==> src/rtl/ctrl_pipe_pkg.sv <==
// Shared control-bundle types, bubble constants, opcode and forwarding
// encodings for the ID -> EX -> MEM -> WB control pipeline.
package ctrl_pipe_pkg;

    typedef enum logic [3:0] {
        DOADD = 4'd0,
        DOSUB = 4'd1,
        DOAND = 4'd2,
        DOOR  = 4'd3,
        DOXOR = 4'd4,
        DOSLT = 4'd5,
        DOSLL = 4'd6,
        DOSRL = 4'd7
    } alu_op_e;

    typedef struct packed {
        logic       RegWrite;
        logic [1:0] MemtoReg;
    } WB_ctrl;

    typedef struct packed {
        logic MemRead;
        logic MemWrite;
        logic CS;       // chip select, 1 = memory deselected
        logic branch;
        logic jump;
    } M_ctrl;

    typedef struct packed {
        logic [1:0] ALUsrc;
        alu_op_e    ALUop;
    } EX_ctrl;

    // A bubble is a no-op that never writes a register and keeps memory deselected.
    localparam WB_ctrl BUBBLE_WB = '{RegWrite: 1'b0, MemtoReg: 2'b00};
    localparam M_ctrl  BUBBLE_M  = '{MemRead: 1'b0, MemWrite: 1'b0, CS: 1'b1,
                                     branch: 1'b0, jump: 1'b0};
    localparam EX_ctrl BUBBLE_EX = '{ALUsrc: 2'b00, ALUop: DOADD};

    // Forwarding select encodings for the ALU operand muxes.
    localparam logic [1:0] FWD_RF  = 2'b00;
    localparam logic [1:0] FWD_WB  = 2'b01;
    localparam logic [1:0] FWD_MEM = 2'b10;

    // Opcodes whose register source fields are meaningful.
    localparam logic [6:0] OP_R      = 7'b0110011;
    localparam logic [6:0] OP_IMM    = 7'b0010011;
    localparam logic [6:0] OP_LOAD   = 7'b0000011;
    localparam logic [6:0] OP_STORE  = 7'b0100011;
    localparam logic [6:0] OP_JALR   = 7'b1100111;
    localparam logic [6:0] OP_BRANCH = 7'b1100011;

    // Forwarding select for one operand; the younger EX/MEM producer wins,
    // and x0 is never forwarded.
    function automatic logic [1:0] fwd_sel(
        input logic       mem_regwrite,
        input logic [4:0] mem_rd,
        input logic       wb_regwrite,
        input logic [4:0] wb_rd,
        input logic [4:0] rs
    );
        logic [1:0] sel;
        if (mem_regwrite && (mem_rd != 5'd0) && (mem_rd == rs)) begin
            sel = FWD_MEM;
        end else if (wb_regwrite && (wb_rd != 5'd0) && (wb_rd == rs)) begin
            sel = FWD_WB;
        end else begin
            sel = FWD_RF;
        end
        return sel;
    endfunction

endpackage

==> src/rtl/ctrl_pipe_rs_use_decode.sv <==
// Tells which register source fields the instruction in ID actually reads,
// so that hazard detection ignores garbage rs fields (e.g. lui, jal).
module rs_use_decode
    import ctrl_pipe_pkg::*;
(
    input  logic [6:0] id_opcode,
    output logic       uses_rs1,
    output logic       uses_rs2
);

    // Opcode lookup; unknown opcodes read no registers.
    always_comb begin
        uses_rs1 = 1'b0;
        uses_rs2 = 1'b0;
        case (id_opcode)
            OP_R: begin
                uses_rs1 = 1'b1;
                uses_rs2 = 1'b1;
            end
            OP_STORE: begin
                uses_rs1 = 1'b1;
                uses_rs2 = 1'b1;
            end
            OP_BRANCH: begin
                uses_rs1 = 1'b1;
                uses_rs2 = 1'b1;
            end
            OP_IMM:  uses_rs1 = 1'b1;
            OP_LOAD: uses_rs1 = 1'b1;
            OP_JALR: uses_rs1 = 1'b1;
            default: begin
                uses_rs1 = 1'b0;
                uses_rs2 = 1'b0;
            end
        endcase
    end

endmodule

==> src/rtl/ctrl_pipe.sv <==
// Control-side pipeline: carries decoder bundles through ID/EX, EX/MEM and
// MEM/WB, inserts load-use bubbles, kills younger work on a MEM redirect,
// produces ALU forwarding selects and saturating stall/flush counters.
module ctrl_pipe
    import ctrl_pipe_pkg::*;
#(
    parameter int CNT_W = 32
) (
    input  logic             clk,
    input  logic             rst_n,
    input  logic [6:0]       id_opcode,
    input  WB_ctrl           id_wb,
    input  M_ctrl            id_m,
    input  EX_ctrl           id_ex,
    input  logic [4:0]       id_rs1,
    input  logic [4:0]       id_rs2,
    input  logic [4:0]       id_rd,
    input  logic             br_cond,
    output WB_ctrl           ex_wb,
    output M_ctrl            ex_m,
    output EX_ctrl           ex_ex,
    output WB_ctrl           mem_wb,
    output M_ctrl            mem_m,
    output WB_ctrl           wb_wb,
    output logic [4:0]       ex_rd,
    output logic [4:0]       mem_rd,
    output logic [4:0]       wb_rd,
    output logic [1:0]       fwd_a,
    output logic [1:0]       fwd_b,
    output logic             pc_write,
    output logic             if_id_write,
    output logic             if_id_flush,
    output logic             pc_src,
    output logic [CNT_W-1:0] stall_cnt,
    output logic [CNT_W-1:0] flush_cnt
);

    localparam logic [CNT_W-1:0] CNT_MAX = {CNT_W{1'b1}};
    localparam logic [CNT_W-1:0] CNT_ONE = CNT_W'(1'b1);

    WB_ctrl           ex_wb_r, mem_wb_r, wb_wb_r;
    M_ctrl            ex_m_r, mem_m_r;
    EX_ctrl           ex_ex_r;
    logic [4:0]       ex_rd_r, ex_rs1_r, ex_rs2_r, mem_rd_r, wb_rd_r;
    logic [CNT_W-1:0] stall_cnt_r, flush_cnt_r;

    logic uses_rs1_s, uses_rs2_s;
    logic hz_s, pc_src_s;
    logic [1:0] fwd_a_s, fwd_b_s;

    rs_use_decode u_rs_use_decode (
        .id_opcode (id_opcode),
        .uses_rs1  (uses_rs1_s),
        .uses_rs2  (uses_rs2_s)
    );

    // Load-use hazard, MEM-stage redirect and forwarding selects.
    always_comb begin
        hz_s = ex_m_r.MemRead && (ex_rd_r != 5'd0) &&
               ((uses_rs1_s && (id_rs1 == ex_rd_r)) ||
                (uses_rs2_s && (id_rs2 == ex_rd_r)));
        pc_src_s = mem_m_r.jump || (mem_m_r.branch && br_cond);
        fwd_a_s  = fwd_sel(mem_wb_r.RegWrite, mem_rd_r, wb_wb_r.RegWrite, wb_rd_r, ex_rs1_r);
        fwd_b_s  = fwd_sel(mem_wb_r.RegWrite, mem_rd_r, wb_wb_r.RegWrite, wb_rd_r, ex_rs2_r);
    end

    // ID/EX register: a bubble replaces the ID instruction on redirect or stall.
    always_ff @(posedge clk) begin
        if (!rst_n) begin
            ex_wb_r  <= BUBBLE_WB;
            ex_m_r   <= BUBBLE_M;
            ex_ex_r  <= BUBBLE_EX;
            ex_rd_r  <= 5'd0;
            ex_rs1_r <= 5'd0;
            ex_rs2_r <= 5'd0;
        end else if (pc_src_s || hz_s) begin
            ex_wb_r  <= BUBBLE_WB;
            ex_m_r   <= BUBBLE_M;
            ex_ex_r  <= BUBBLE_EX;
            ex_rd_r  <= 5'd0;
            ex_rs1_r <= 5'd0;
            ex_rs2_r <= 5'd0;
        end else begin
            ex_wb_r  <= id_wb;
            ex_m_r   <= id_m;
            ex_ex_r  <= id_ex;
            ex_rd_r  <= id_rd;
            ex_rs1_r <= id_rs1;
            ex_rs2_r <= id_rs2;
        end
    end

    // EX/MEM register: the instruction in EX is killed when MEM redirects.
    always_ff @(posedge clk) begin
        if (!rst_n) begin
            mem_wb_r <= BUBBLE_WB;
            mem_m_r  <= BUBBLE_M;
            mem_rd_r <= 5'd0;
        end else if (pc_src_s) begin
            mem_wb_r <= BUBBLE_WB;
            mem_m_r  <= BUBBLE_M;
            mem_rd_r <= 5'd0;
        end else begin
            mem_wb_r <= ex_wb_r;
            mem_m_r  <= ex_m_r;
            mem_rd_r <= ex_rd_r;
        end
    end

    // MEM/WB register: always advances, so a jump still retires its link write.
    always_ff @(posedge clk) begin
        if (!rst_n) begin
            wb_wb_r <= BUBBLE_WB;
            wb_rd_r <= 5'd0;
        end else begin
            wb_wb_r <= mem_wb_r;
            wb_rd_r <= mem_rd_r;
        end
    end

    // Stall counter: counts load-use bubbles not overridden by a redirect, saturating.
    always_ff @(posedge clk) begin
        if (!rst_n) begin
            stall_cnt_r <= {CNT_W{1'b0}};
        end else if (hz_s && !pc_src_s && (stall_cnt_r != CNT_MAX)) begin
            stall_cnt_r <= stall_cnt_r + CNT_ONE;
        end else begin
            stall_cnt_r <= stall_cnt_r;
        end
    end

    // Flush counter: counts MEM redirects, saturating.
    always_ff @(posedge clk) begin
        if (!rst_n) begin
            flush_cnt_r <= {CNT_W{1'b0}};
        end else if (pc_src_s && (flush_cnt_r != CNT_MAX)) begin
            flush_cnt_r <= flush_cnt_r + CNT_ONE;
        end else begin
            flush_cnt_r <= flush_cnt_r;
        end
    end

    assign ex_wb       = ex_wb_r;
    assign ex_m        = ex_m_r;
    assign ex_ex       = ex_ex_r;
    assign mem_wb      = mem_wb_r;
    assign mem_m       = mem_m_r;
    assign wb_wb       = wb_wb_r;
    assign ex_rd       = ex_rd_r;
    assign mem_rd      = mem_rd_r;
    assign wb_rd       = wb_rd_r;
    assign fwd_a       = fwd_a_s;
    assign fwd_b       = fwd_b_s;
    assign pc_write    = !hz_s || pc_src_s;
    assign if_id_write = !hz_s || pc_src_s;
    assign if_id_flush = pc_src_s;
    assign pc_src      = pc_src_s;
    assign stall_cnt   = stall_cnt_r;
    assign flush_cnt   = flush_cnt_r;

endmodule
==> config.mk <==
export PLATFORM = sky130hd
export DESIGN_NAME = ctrl_pipe
export DESIGN_NICKNAME = d
export VERILOG_FILES = /design/src/rtl/ctrl_pipe_pkg.sv /design/src/rtl/ctrl_pipe_rs_use_decode.sv /design/src/rtl/ctrl_pipe.sv
export SDC_FILE = /design/constraint.sdc
export NUM_CORES = 1
export LEC_CHECK = 0
export BUFFER_PORTS_ARGS = -buffer_cell sky130_fd_sc_hd__buf_4
export CAP_MARGIN = 20
export CORE_ASPECT_RATIO = 0.5
export CORE_MARGIN = 3
export CORE_UTILIZATION = 35
export DETAILED_ROUTE_END_ITERATION = 7
export GPL_ROUTABILITY_DRIVEN = 0
export PLACE_DENSITY = 0.65
export SLEW_MARGIN = 20
export SYNTH_ARGS = -nofsm -noshare
export SYNTH_HDL_FRONTEND = slang
export SYNTH_SLANG_ARGS = --single-unit
export TNS_END_PERCENT = 30
==> constraint.sdc <==
create_clock -name clk -period 2.8 [get_ports clk]
set_input_delay 0.28 -clock clk [delete_from_list [all_inputs] [get_ports clk]]
set_output_delay 0.28 -clock clk [all_outputs]
set_load 0.02 [all_outputs]
# --- Yosys cells after proc, flatten, opt, wreduce, memory -nomap -nowiden ---
# Cells that the tools add are included.
word_totals:
  latchBits: 0
  mem_bits_rw: 0
  ff_bits: 114
  wordCells: 75
  mem_bits_ro: 0
  mem_count: 0
op_classes:
  mul: 0
  n_eq_ne: 14
  n_lt_le_gt_ge: 0
  add_sub_neg: 2
  bitwise: 1
  shift: 0
  reduce_logical: 27
  div: 0
  muxes: 6
ops:
  columns: ["op", "n"]
  rows:
  - ["adder 32 x 1 -> 32 bit (second input constant)", 2]
  - ["!= test 32 bit (second input constant)", 2]
  - ["equality test 5 bit", 6]
  - ["nonzero test 5 bit", 3]
  - ["equality test 7 x 6 -> 1 bit (second input constant)", 2]
  - ["equality test 7 bit (second input constant)", 2]
  - ["logical AND 1 bit", 14]
  - ["equality test 7 x 2 -> 1 bit (second input constant)", 1]
  - ["equality test 7 x 5 -> 1 bit (second input constant)", 1]
  - ["OR reduction 6 bit", 1]
  - ["logical OR 1 bit", 4]
  - ["two-way mux 1 bit", 4]
  - ["two-way mux 2 bit", 2]
  - ["OR reduction 2 bit", 2]
  - ["OR reduction 3 bit", 1]
  - ["logical NOT 1 bit", 2]
  - ["NOT 1 bit", 1]

# --- Logic depth before layout (Yosys ltp) ---
logic_depth:
  word_depth: 8
  mapped_depth: 9
  ltp_nobuf: 7

# --- Hierarchy ---
# A second synthesis with hierarchy kept.
unflattened:
  cells_unflattened: 559
  hier_area_um2: 5094.9
by_module_without_submodules:
  columns: ["mod", "seq_area_each_um2", "area_each_um2", "cells_per_inst", "n_inst"]
  rows:
  - ["ctrl_pipe", 2282.2, 5037.3, 553, 1]
  - ["rs_use_decode", 0.0, 57.6, 6, 1]

# --- Worst setup path after synthesis ---
# OpenSTA, ideal clock, no wires.
synth_path:
  path_type: "register to output"
  startpoint: "register mem_rd_r[1] (netlist: mem_rd[1])"
  endpoint: "output port fwd_a[0]"
  setup_slack_ns: 0.487
  required_ns: 2.520
  stages_incl_launch_ff: 5
  t_arrival_ns: 2.033
  path_cell_list: "dfxtp_1 or4_1 o21ai_0 nor4_1 nor4_1"
synth_between:
  elab_chain_cells: 4
synth_lines:
  columns: ["item", "line", "rtl"]
  rows:
  - ["start: declaration", "ctrl_pipe.sv:44", "logic [4:0] ex_rd_r, ex_rs1_r, ex_rs2_r, mem_rd_r, wb_rd_r;"]
  - ["start signal: assignment", "ctrl_pipe.sv:106", "mem_rd_r <= ex_rd_r;"]
  - ["nonzero test 5 bit", "ctrl_pipe_pkg.sv:63", "if (mem_regwrite && (mem_rd != 5'd0) && (mem_rd == rs)) begin"]
  - ["logical AND 1 bit", "ctrl_pipe_pkg.sv:63", null]
  - ["logical AND 1 bit (*)", "ctrl_pipe_pkg.sv:63", null]
  - ["two-way mux 2 bit (*)", "ctrl_pipe_pkg.sv:63", null]
  - ["end: declaration", "ctrl_pipe.sv:28", "output logic [1:0] fwd_a,"]
# Mark *: on every way between the ends. The rest lies on a longest branch, timed or not.

# --- Final worst setup path ---
layout_path:
  startpoint: "register ex_rd_r[1] (netlist: ex_rd[1])"
  endpoint: "output port pc_write"
layout_between:
  elab_chain_cells: 6
layout_lines:
  columns: ["item", "line", "rtl"]
  rows:
  - ["start: declaration", "ctrl_pipe.sv:44", null]
  - ["start signal: assignment", "ctrl_pipe.sv:87", "ex_rd_r <= id_rd;"]
  - ["equality test 5 bit, on equally long branches", "ctrl_pipe.sv:60, ctrl_pipe.sv:61", null]
  - ["logical AND 1 bit, on equally long branches", "ctrl_pipe.sv:60, ctrl_pipe.sv:61", null]
  - ["logical OR 1 bit", "ctrl_pipe.sv:60", "((uses_rs1_s && (id_rs1 == ex_rd_r)) ||"]
  - ["logical AND 1 bit (*)", "ctrl_pipe.sv:59", "hz_s = ex_m_r.MemRead && (ex_rd_r != 5'd0) &&"]
  - ["logical NOT 1 bit (*)", "ctrl_pipe.sv:154", "assign pc_write = !hz_s || pc_src_s;"]
  - ["logical OR 1 bit (*)", "ctrl_pipe.sv:154", null]
  - ["end: declaration", "ctrl_pipe.sv:30", "output logic pc_write,"]
# Marks and branches as above.

==> results.json <==
{
  "area_growth_pct": 38.5,
  "finalCritPeriodShare_pct": 92.9,
  "hold_violations": 0,
  "cts_setup_buffers": 0,
  "synth_area_leaders": "dfxtp_1, xnor2_1, and2_1",
  "period_needed_ns": 2.60,
  "setup_tns_ns": 0,
  "grt_overflow": 0,
  "timing_worst_setup_path_type": "reg -> out",
  "yosys.cell_types.count": 48,
  "dr.first_iter.drc_count": 212,
  "fin_nets": 755,
  "ant_nets": 0,
  "fp.dieH_um": 91.2,
  "rsz0062_at_grt": "false",
  "fill_cells": 1325,
  "yosysTopAreaCellShare_pct": 44.9,
  "clkTransAtPathRegs_ns": 0.05,
  "die_x_um": 176,
  "clkPwrFrac_pct": 53.1,
  "mostFrequentLayoutCell": "buf_4",
  "p_int_w": 0.00328,
  "hpwl_mm": 10.2,
  "clock_path_buffers": 2,
  "tightest_slew_ns": 0.798,
  "power.leakage_nw": 2.83,
  "async_flop_share_pct": 0,
  "vias_per_cell": 5.11,
  "drc_errors": 0,
  "p_switching_w": 0.000911,
  "htreeDepth": 4,
  "netlist_area_mm2": 0.00508,
  "synth_nets": 602,
  "fin_skew_ns": 0.0137,
  "grt_pass1_vias": 4533,
  "grt_pass1_wl_mm": 23.2,
  "synthCells": 561,
  "cts_tree": "built",
  "yosysWarnings": 0,
  "ys_seq_area_share_pct": 44.9,
  "rows": 30,
  "ys_seq_elements": 114,
  "cts_made_buffers": 17,
  "grt_max_degree": 46,
  "hp-class": "in -> reg",
  "final_util_pct": 50.8,
  "yosysTopAreaCell": "dfxtp_1",
  "final_max_slew_viol_count": 0,
  "fmax_mhz": 384,
  "p_per_area_mw_per_mm2": 595,
  "clkLatencyLatePin_ns": 0.41,
  "n_antenna_cell": 0,
  "final_cell_mix": "buf_4, dfxtp_1, and2_1",
  "crit_path_end_kind": "primary output",
  "ir_drop_v": 0.000332,
  "ctsRootBufferMaster": "clkbuf_16",
  "finalSetupViolCount": 0,
  "grt_antenna_before_repair": 1,
  "layout-drive-gt1-share_pct": 28.3,
  "synth_edf_count": 0,
  "drv_cap": 0,
  "die_area_mm2": 0.0161,
  "fp.coreArea_mm2": 0.0139,
  "grt.total_usage_pct": 17.8,
  "start_util_pct": 36.7,
  "sw_frac_of_total_pct": 21.7,
  "pwr-share-comb_pct": 6.3,
  "syn_avg_cell_area_um2": 9.06,
  "startpoint_type": "flip-flop",
  "clock_sinks": 114,
  "wl_per_cell_um": 15.3,
  "io-pin-count": 151,
  "cp.arrival_ns": 2.32,
  "seqPwrFrac_pct": 40.5,
  "worstPathRequired_ns": 2.52,
  "cp_max_fo": 32,
  "portBuffers": 150,
  "vias": 4696,
  "first_pass_iters": 4,
  "slew_headroom_pct": 46.1,
  "status": "finished clean",
  "wirelength_mm": 14.1,
  "synth_ff_type": "dfxtp_1"
}
==> logic make-up (layout without fill, tap and decap cells) <==
group                      after synthesis  count (layout)  share of synthesized area, %
and+or+nand+nor                        264             264                          30.2
DFF                                    114             114                          44.9
xor gates and xnor gates                51              51                          8.79
AOI/OAI and AO/OA                       81              81                          10.0
muxes                                   10              10                          1.97
buffers and inverters                   39             205                          3.59
adders and majority gates                2               2                         0.492
==> synthesized netlist by cell type (3+ instances only) <==
cell type and number:
dfxtp_1 114, mux2i_1 10, xnor2_1 32, o21ai_0 20
nor2_1 34, inv_1 10, nor4_1 17, or3_1 15
and4_1 6, or4_1 22, nand2_1 34, nand3_1 24
nand2b_1 11, nor4b_1 3, a21oi_1 31, nand4_1 18
xor2_1 19, o41ai_1 3, buf_2 7, nor3_1 9
and2_1 38, and3_1 21, o21a_1 3, o31ai_1 15
or2_2 3, clkbuf_1 15
==> power groups by stage <==
stage | combinational, W | sequential, W | clock [W]
2_1_floorplan | 0.000106 | 0.00176 | 0
3_3_place_gp | 0.000264 | 0.00173 | 0
3_5_place_dp | 0.000267 | 0.00173 | 0
4_1_cts | 0.000267 | 0.00170 | 0.00228
5_1_grt | 0.000288 | 0.00170 | 0.00235
6_report | 0.000265 | 0.00170 | 0.00223
==> registers in the layout, indices dropped and copies added, names as in the netlist <==
signal and count:
mem_m 5, mem_rd 5, wb_rd 5, wb_wb 3, ex_ex 6, stall_cnt 32
flush_cnt 32, ex_rd 5, ex_rs1_r 5, ex_rs2_r 5, ex_m 5, mem_wb 3
ex_wb 3
==> cell type report <==
class	instances	area, um2	share of cell area [%]
well taps	192	240	3.41
flip-flops and latches	114	2280	32.4
clock inverters	10	130	1.85
inverters	12	45.0	0.640
clock buffers	22	484	6.88
multi-input cells	408	2620	37.3
repair buffers	161	1230	17.5
==> through the flow <==
step	hold WS, ns	std cells	power (W)	worst slack [ns]	instance area, um2
floorplan	0.381	561	0.00187	0.487	5080
global placement	0.443	887	0.00200	0.463	6420
detailed placement	0.436	887	0.00200	0.343	6420
CTS	0.0383	919	0.00424	0.0608	7040
global route	0.0395	919	0.00434	0.0492	7040
finish	0.0529	919	0.00419	0.199	7040
==> layer usage <==
| layer | wire (um) | GRT usage (%) |
|---|---|---|
| met5 | 7 | 0 |
| met4 | 110 | 5.23 |
| met3 | 677 | 5.10 |
| met2 | 6830 | 29.5 |
| met1 | 6460 | 22.7 |
==> path summary, 6_finish.rpt <==
kind            start            end  slack (ns)  cells past startpoint
max          ex_rd[1]       pc_write        0.20                      7
min           id_m[2]        ex_m[2]        0.05                      2
max reg2reg  ex_rd[2]  stall_cnt[24]        0.32                      8
min reg2reg   ex_m[2]       mem_m[2]        0.45                      1
==> critical path, stage by stage (launching register included) <==
cell	delay [ns]
dfxtp_1	0.36
or4_1	0.53
o21ai_1	0.25
nor2_1	0.07
o21a_1	0.17
inv_2	0.18
buf_12	0.20
buf_4	0.16
==> timing repair <==
item	in CTS	in global routing
setup endpoints to repair	0	2
hold buffers	0	0
hold endpoints to repair	0	0
resized for setup	0	1
Note: power is estimated with default switching activity, not from simulation.
